$ cat config.mk
export PLATFORM = sky130hd
export DESIGN_NAME = multi_usage_counter
export DESIGN_NICKNAME = d
export VERILOG_FILES = /design/src/rtl/multi_usage_counter.sv
export SDC_FILE = /design/constraint.sdc
export NUM_CORES = 1
export LEC_CHECK = 0
export ABC_CLOCK_PERIOD_IN_PS = 5100
export BUFFER_PORTS_ARGS = -buffer_cell sky130_fd_sc_hd__buf_2
export CAP_MARGIN = 20
export CORE_ASPECT_RATIO = 0.6
export CORE_MARGIN = 3
export CORE_UTILIZATION = 65
export DETAILED_ROUTE_END_ITERATION = 7
export PLACE_DENSITY_LB_ADDON = 0.08
export SLEW_MARGIN = 30
export SYNTH_ARGS = -nofsm -noshare
export SYNTH_HDL_FRONTEND = slang
export SYNTH_SLANG_ARGS = --single-unit
$ cat constraint.sdc
create_clock -name sysclk -period 5.1 [get_ports sysclk]
set_input_delay 0.765 -clock sysclk [delete_from_list [all_inputs] [get_ports sysclk]]
set_output_delay 0.765 -clock sysclk [all_outputs]
set_load 0.005 [all_outputs]
$ cat src/rtl/multi_usage_counter.sv
// Multi-channel activity/duty counter with windowed or manual snapshots and a registered readback mux.
// Optional build macro MULTI_USAGE_COUNTER_SATURATE_EN: live counters hold at all-ones instead of wrapping.
module multi_usage_counter #(
    parameter int CHANNELS      = 4,
    parameter int WIDTH         = 16,
    parameter int WINDOW_CYCLES = 0,
    parameter int COUNT_EDGES   = 0,
    parameter int SEL_W         = (CHANNELS > 1) ? $clog2(CHANNELS) : 1
) (
    input  logic                sysclk,
    input  logic                sysreset_n,
    input  logic [CHANNELS-1:0] observable_pulse,
    input  logic                sample_enable,
    input  logic                counter_reset,
    input  logic                snapshot,
    input  logic [SEL_W-1:0]    read_sel,
    output logic [WIDTH-1:0]    counter_out,
    output logic                snapshot_valid,
    output logic [CHANNELS-1:0] overflow
);

    localparam int WIN_W = (WINDOW_CYCLES > 1) ? $clog2(WINDOW_CYCLES) : 1;

    function automatic logic [WIDTH-1:0] next_count(input logic [WIDTH-1:0] cnt, input logic ev);
        logic [WIDTH-1:0] res;
        res = cnt;
        if (ev) begin
`ifdef MULTI_USAGE_COUNTER_SATURATE_EN
            if (cnt != {WIDTH{1'b1}})
                res = cnt + WIDTH'(1);
`else
            res = cnt + WIDTH'(1);
`endif
        end
        return res;
    endfunction

    logic [CHANNELS-1:0] ev_p0;
    logic                snap_ev_p0;
    logic [WIDTH-1:0]    live_nxt_p0 [CHANNELS];
    logic [WIDTH-1:0]    live_p1     [CHANNELS];
    logic [WIDTH-1:0]    snap_p1     [CHANNELS];
    logic [CHANNELS-1:0] ovf_p1;
    logic                vld_p1;
    logic [WIDTH-1:0]    sel_data_p1;
    logic [WIDTH-1:0]    cout_p2;

    // ---- stage 0: event qualification ----
    generate
        if (COUNT_EDGES != 0) begin : g_edge
            logic [CHANNELS-1:0] prev_p1;

            // prev tracks the input every cycle, independent of sample_enable
            always_ff @(posedge sysclk) begin
                if (!sysreset_n)
                    prev_p1 <= '0;
                else
                    prev_p1 <= observable_pulse;
            end

            assign ev_p0 = {CHANNELS{sample_enable}} & observable_pulse & ~prev_p1;
        end else begin : g_level
            assign ev_p0 = {CHANNELS{sample_enable}} & observable_pulse;
        end
    endgenerate

    generate
        if (WINDOW_CYCLES > 0) begin : g_window
            logic [WIN_W-1:0] win_cnt_p1;
            logic             unused_snapshot;

            assign unused_snapshot = snapshot;
            assign snap_ev_p0      = (win_cnt_p1 == WIN_W'(WINDOW_CYCLES - 1));

            always_ff @(posedge sysclk) begin
                if (!sysreset_n || counter_reset)
                    win_cnt_p1 <= '0;
                else if (snap_ev_p0)
                    win_cnt_p1 <= '0;
                else
                    win_cnt_p1 <= win_cnt_p1 + WIN_W'(1);
            end
        end else begin : g_manual
            assign snap_ev_p0 = snapshot;
        end
    endgenerate

    always_comb begin
        for (int i = 0; i < CHANNELS; i++)
            live_nxt_p0[i] = next_count(live_p1[i], ev_p0[i]);
    end

    // ---- stage 1: live counters, snapshots, overflow ----
    always_ff @(posedge sysclk) begin
        if (!sysreset_n) begin
            for (int i = 0; i < CHANNELS; i++) begin
                live_p1[i] <= '0;
                snap_p1[i] <= '0;
            end
            ovf_p1 <= '0;
            vld_p1 <= 1'b0;
        end else if (counter_reset) begin
            for (int i = 0; i < CHANNELS; i++) begin
                live_p1[i] <= '0;
                snap_p1[i] <= '0;
            end
            ovf_p1 <= '0;
            vld_p1 <= 1'b0;
        end else begin
            vld_p1 <= snap_ev_p0;
            for (int i = 0; i < CHANNELS; i++) begin
                if (snap_ev_p0) begin
                    snap_p1[i] <= live_nxt_p0[i];
                    live_p1[i] <= '0;
                end else begin
                    live_p1[i] <= live_nxt_p0[i];
                end
                if (ev_p0[i] && (live_p1[i] == {WIDTH{1'b1}}))
                    ovf_p1[i] <= 1'b1;
            end
        end
    end

    // Out-of-range selects fall through to zero
    always_comb begin
        sel_data_p1 = '0;
        for (int i = 0; i < CHANNELS; i++)
            if (read_sel == SEL_W'(i))
                sel_data_p1 = snap_p1[i];
    end

    // ---- stage 2: registered readback ----
    always_ff @(posedge sysclk) begin
        if (!sysreset_n)
            cout_p2 <= '0;
        else
            cout_p2 <= sel_data_p1;
    end

    assign counter_out    = cout_p2;
    assign snapshot_valid = vld_p1;
    assign overflow       = ovf_p1;

endmodule

# Word-level counts from Yosys, hierarchy flattened
# Memory sizes are Yosys's and may differ from the RTL's.
# Index checks and enable logic that the tools add are counted.
[word_totals]
register_bits = 21
mem_bits_rw = 128
output_inout_bits = 21
mem_count = 2
[classes]
addsub = 4
eq_ne = 7
n_mux = 40
bitwise = 22
n_reduce_logical = 6
[memory_table]
columns = ["name", "words", "word_bits", "read_ports", "rd_clocked_by_memory_dff", "write_ports", "line_no", "text"]
rows = [
  ["live_p1", 4, 16, 4, 0, 4, "41", "logic [WIDTH-1:0] live_p1 [CHANNELS];"],
  ["snap_p1", 4, 16, 4, 0, 4, "42", "logic [WIDTH-1:0] snap_p1 [CHANNELS];"],
]
[ops]
columns = ["op", "n"]
rows = [
  ["$mux 16", 28],
  ["$add 16x1->16 const B", 4],
  ["$eq 16x16->1 const B", 4],
  ["$or 1x1->1", 20],
  ["$mux 1", 12],
  ["$and 4x4->4", 1],
  ["$eq 2x2->1 const B", 2],
  ["$logic_and 1x1->1", 4],
  ["$eq 2x1->1 const B", 1],
  ["$logic_not 2->1", 1],
  ["$reduce_or 2->1", 1],
  ["$not 1->1", 1],
]

# Depth between registers and ports, before layout
[logic_depth]
ltp_word = 6
mapped_depth = 6

# Worst setup path after synthesis
# OpenSTA, ideal clock, no wires.
[synth_timing]
path_kind = "input-to-reg"
startpoint = "input sysreset_n"
endpoint = "memory snap_p1[0][0] (enable)"
setup_ns = 0.402
arrival_time_ns = 2.114
required_ns = 4.698
path_slack_ns = 2.584
cell_stages = 4
path_cell_list = "clkbuf_1 -> nor3b_1 -> clkbuf_1 -> inv_1"
[synth_lines]
columns = ["item", "line_no", "text"]
rows = [
  ["from (decl)", "11", "input logic sysreset_n,"],
  ["to (decl)", "42", ""],
]

==> impl_results.md <==
* Core area at 0.00949 sq mm
* GR Overflow Total at 0
* TritonCTS Buffers at 17
* Die ar. at about 0.011 sq mm
* Register area share after synthesis at around three fifths
* Worst Tran Pin Value at between 0.8 and 0.9 ns
* Skew-Pair Late Insertion Delay at 0.41 ns
* Starting Density at roughly 70%
* Gate power share at roughly 4.8%
* Tmin final at approximately 2.7 ns
* Net Sw Frac at 22.5%
* Int Pwr at 2.07 mW
* Routed wl met3 at 1360 microns
* Synth unique cells at 40
* Max_slew headroom at 40.6%
* Async set-reset flop share out of synthesis at 0%
* I/O pin count at 32
* Synth warn at 0
* DRT Pass-1 Iters at 5
* Xor and xnor fraction of the mapped netlist area at 6.02%
* Crit-path max cell delay at a little under 0.7 ns
* H-tree depth at 4
* # rows at 27
* Layout cell share with drive strength beyond 1 at approximately 14%
* Critical path class: in2reg
* Sequential power share at 51.1%
* Vias in the first global route at about 4700
* Uppermost layer routed: met4
* Clk pwr share at between 40 and 50%
* Number of setup buffers added after CTS at 0
* R2R Setup Slk at ~2.7 ns
* Fin Setup TNS at 0 ns
* CTS tree: yes
* CP Capture Type: register
* # diodes at 0
* Max_cap viols at 0
* DR vias/cell at 6.09
* Total Power at 2.67 mW
* Buf/Inv on CP at 4
* Largest family of logic cells by synthesized area: simple AND/OR/NAND/NOR gates
* Final hold vios at 0
* HPWL Detailed at between 10000 and 15000 microns
* Cts-stage hold buffer count at 0
* Post-synthesis compound-gate area fraction at 5.69%
* Hold worst-path end: snap_p1[2][12]
* Main area contributors after synthesis: edfxtp_1, dfxtp_1, nor2_1
* GRT Total Usage at around 28%
* Worst hold path depth at 2
* Cell Pwr Density at roughly 350 mW/mm^2
* DP Cell Count at 765
* Switch Pwr at 600 uW
* Met1 Wirelength at 6620 microns
* Post-synth top flop: edfxtp_1
* Cells along the critical path: buf_2 > nor3b_1 > buf_4 > clkinv_2 > buf_4 > nor2_1
* Hold_sp: snap_p1[2][12]
* Global-route wire length before repair at 24400 microns
* Area Growth Syn to Fin at 15.1%
* HP Class: reg2reg
* Initial antenna violation count at 0
* Top cell type's share of synthesized area at 44.0%
* Cell mode on critical path: buf_4
* Clk sink count at 149
* Post-synthesis area per instance at around 11 sq um
* Max Clock Skew at 0.00767 ns
* Crit path DAT at 2.95 ns
* Leakage power at 2.79 nW
* Max-slew violation count at 0
* Met2 WL at 6890 microns
* DR DRC count at 0
* Final Non-Filler Cells at 797
* Register bit total from synthesis at 149
* Number of synthesized flops with an enable pin at 96
* RD Place Congestion at 0.858
* Die H at approximately 84 microns
* Final instance area at 0.00754 sq mm
* Final ANT Viol Nets at 0
* Worst R2R Path Depth at 4
* DR vias at 4855
* Final Setup Violations at 0
* Detailed Route Iter0 Violations at 459
* Highest net fanout along the worst path at around 60
* CP Launch Type: primary input
* VDD IR-drop max at 0.283 mV
* Cell area after synthesis at 0.00655 sq mm
* Largest net degree at the start of global routing at 60
* Cell accounting for the most synthesized area: edfxtp_1
* CP top delay family: buffers and inverters
* Slowest-stage cell, CP: clkinv_2
* Final wirelength at 15400 microns
* Post-Synth Simple-Gate Area at 18.5%
* R2r startpoint: live_p1[3][2]
* Chip Width at between 100 and 150 microns
* Final worst path period share at between 50 and 60%
* DP Area at ~0.007 sq mm
* I/O Buffers at 31
* Required time worst endpoint at 5.36 ns
* Max clock buf depth at 2
* Synth Area in Adders at 0.764%
* Reg clk slew, reported paths at roughly 0.06 ns
* RR Endpoint: snap_p1[3][15]
* RSZ-0062 raised after global routing: no
* Clock root buffer: clkbuf_16
* Status: finished, final reports clean
* Drt wl/cell at 19.3 microns
* Fmax at 372 MHz
* Mux cell area share after synthesis at 6.42%
* Post-cts sizing count at 0
* Net count, final at 669
* Post-Synthesis Cells at between 500 and 600
* Finished Core Util at around 79%
==> registers in the layout, summed over array words and instances (netlist names) <==
signal and count:
overflow 4, counter_out 16, live_p1 64, snap_p1 64
snapshot_valid 1
==> power by group through the flow <==
stage | Clock (mW) | Sequential (mW) | Combinational [mW]
after floorplan | 0 | 1.37 | 0.0888
after global placement | 0 | 1.38 | 0.118
after detailed placement | 0 | 1.39 | 0.123
after CTS | 1.19 | 1.36 | 0.125
after global routing | 1.25 | 1.37 | 0.139
final | 1.18 | 1.36 | 0.127
==> cell families (layout without fill, tap and decap cells) <==
kind of cell / count (synthesis) / count (layout)
AOI/OAI and AO/OA: 62 / 62
buffers and inverters: 40 / 83
adders and majority gates: 4 / 4
other: 1 / 48
xor gates and xnor gates: 45 / 45
DFF: 149 / 149
muxes: 22 / 22
and+or+nand+nor: 254 / 254
==> worst max-delay path by stage <==
stage | startpoint | endpoint | cells after the start
6_report | sysreset_n | live_p1[1][3] | 6
5_1_grt | sysreset_n | live_p1[1][3] | 6
4_1_cts | snapshot | live_p1[1][3] | 6
3_5_place_dp | snapshot | live_p1[1][3] | 6
3_3_place_gp | snapshot | live_p1[1][4] | 6
2_1_floorplan | sysreset_n | snap_p1[0][0] | 4
==> cells in the final DEF, fill, tap and decap left out, types with 14 or more instances in the layout <==
| cell type | synthesis | layout |
|---|---|---|
| xnor2_1 | 33 | 33 |
| nor2_1 | 115 | 115 |
| a21oi_1 | 25 | 25 |
| and2_1 | 16 | 16 |
| nand3_1 | 21 | 21 |
| conb_1 | 1 | 48 |
| mux4_2 | 16 | 16 |
| nand2_1 | 32 | 32 |
| inv_1 | 14 | 14 |
| buf_2 | 2 | 31 |
| edfxtp_1 | 96 | 96 |
| dfxtp_1 | 53 | 53 |
| clkbuf_16 | 0 | 18 |
| o21ai_0 | 15 | 15 |
==> stage by stage <==
stage | setup WS (ns) | hold WS [ns]
floorplan | 2.58 | 0.420
global placement | 2.23 | 0.445
detailed placement | 2.13 | 0.454
CTS | 2.55 | 0.468
global route | 2.26 | 0.504
finish | 2.41 | 0.464
==> cell usage after synthesis, types with 2 or more instances <==
cell,n
or3_1,10
a21oi_1,25
a31oi_1,4
a31o_2,6
xor2_1,12
dfxtp_1,53
nand2b_1,3
and3_1,4
a211oi_1,9
nor2_1,115
and2_1,16
mux4_2,16
nand4_1,12
ha_1,4
nand2_1,32
nor3_1,12
nor4_1,13
buf_2,2
clkbuf_1,22
edfxtp_1,96
nand4b_1,2
nand3_1,21
o21ai_0,15
nor3b_1,2
mux2i_1,6
inv_1,14
or4_1,6
xnor2_1,33
==> tightest hold or removal path: cells and delay by family, from the launching register on <==
| kind | cells | cell delay [ns] |
|---|---|---|
| AOI/OAI and AO/OA | 1 | 0.06 |
| DFF | 1 | 0.33 |
| and+or+nand+nor | 1 | 0.05 |
==> layer usage <==
| layer | vias up | GRT usage [%] |
|---|---|---|
| met5 | - | 0 |
| met4 | 0 | 11.5 |
| met3 | 43 | 6.75 |
| met2 | 277 | 41.7 |
| met1 | 2341 | 40.5 |
| li1 | 2194 | - |
==> final cells by class <==
type	instances	area, sq um
flip-flops and latches	149	3940
multi-input cells	435	2630
fillers	597	1950
clock buffers	18	450
repair buffers	35	185
well taps	130	163
clock inverters	14	108
inverters	16	61.3
Note: power is estimated with default switching activity, not from simulation.
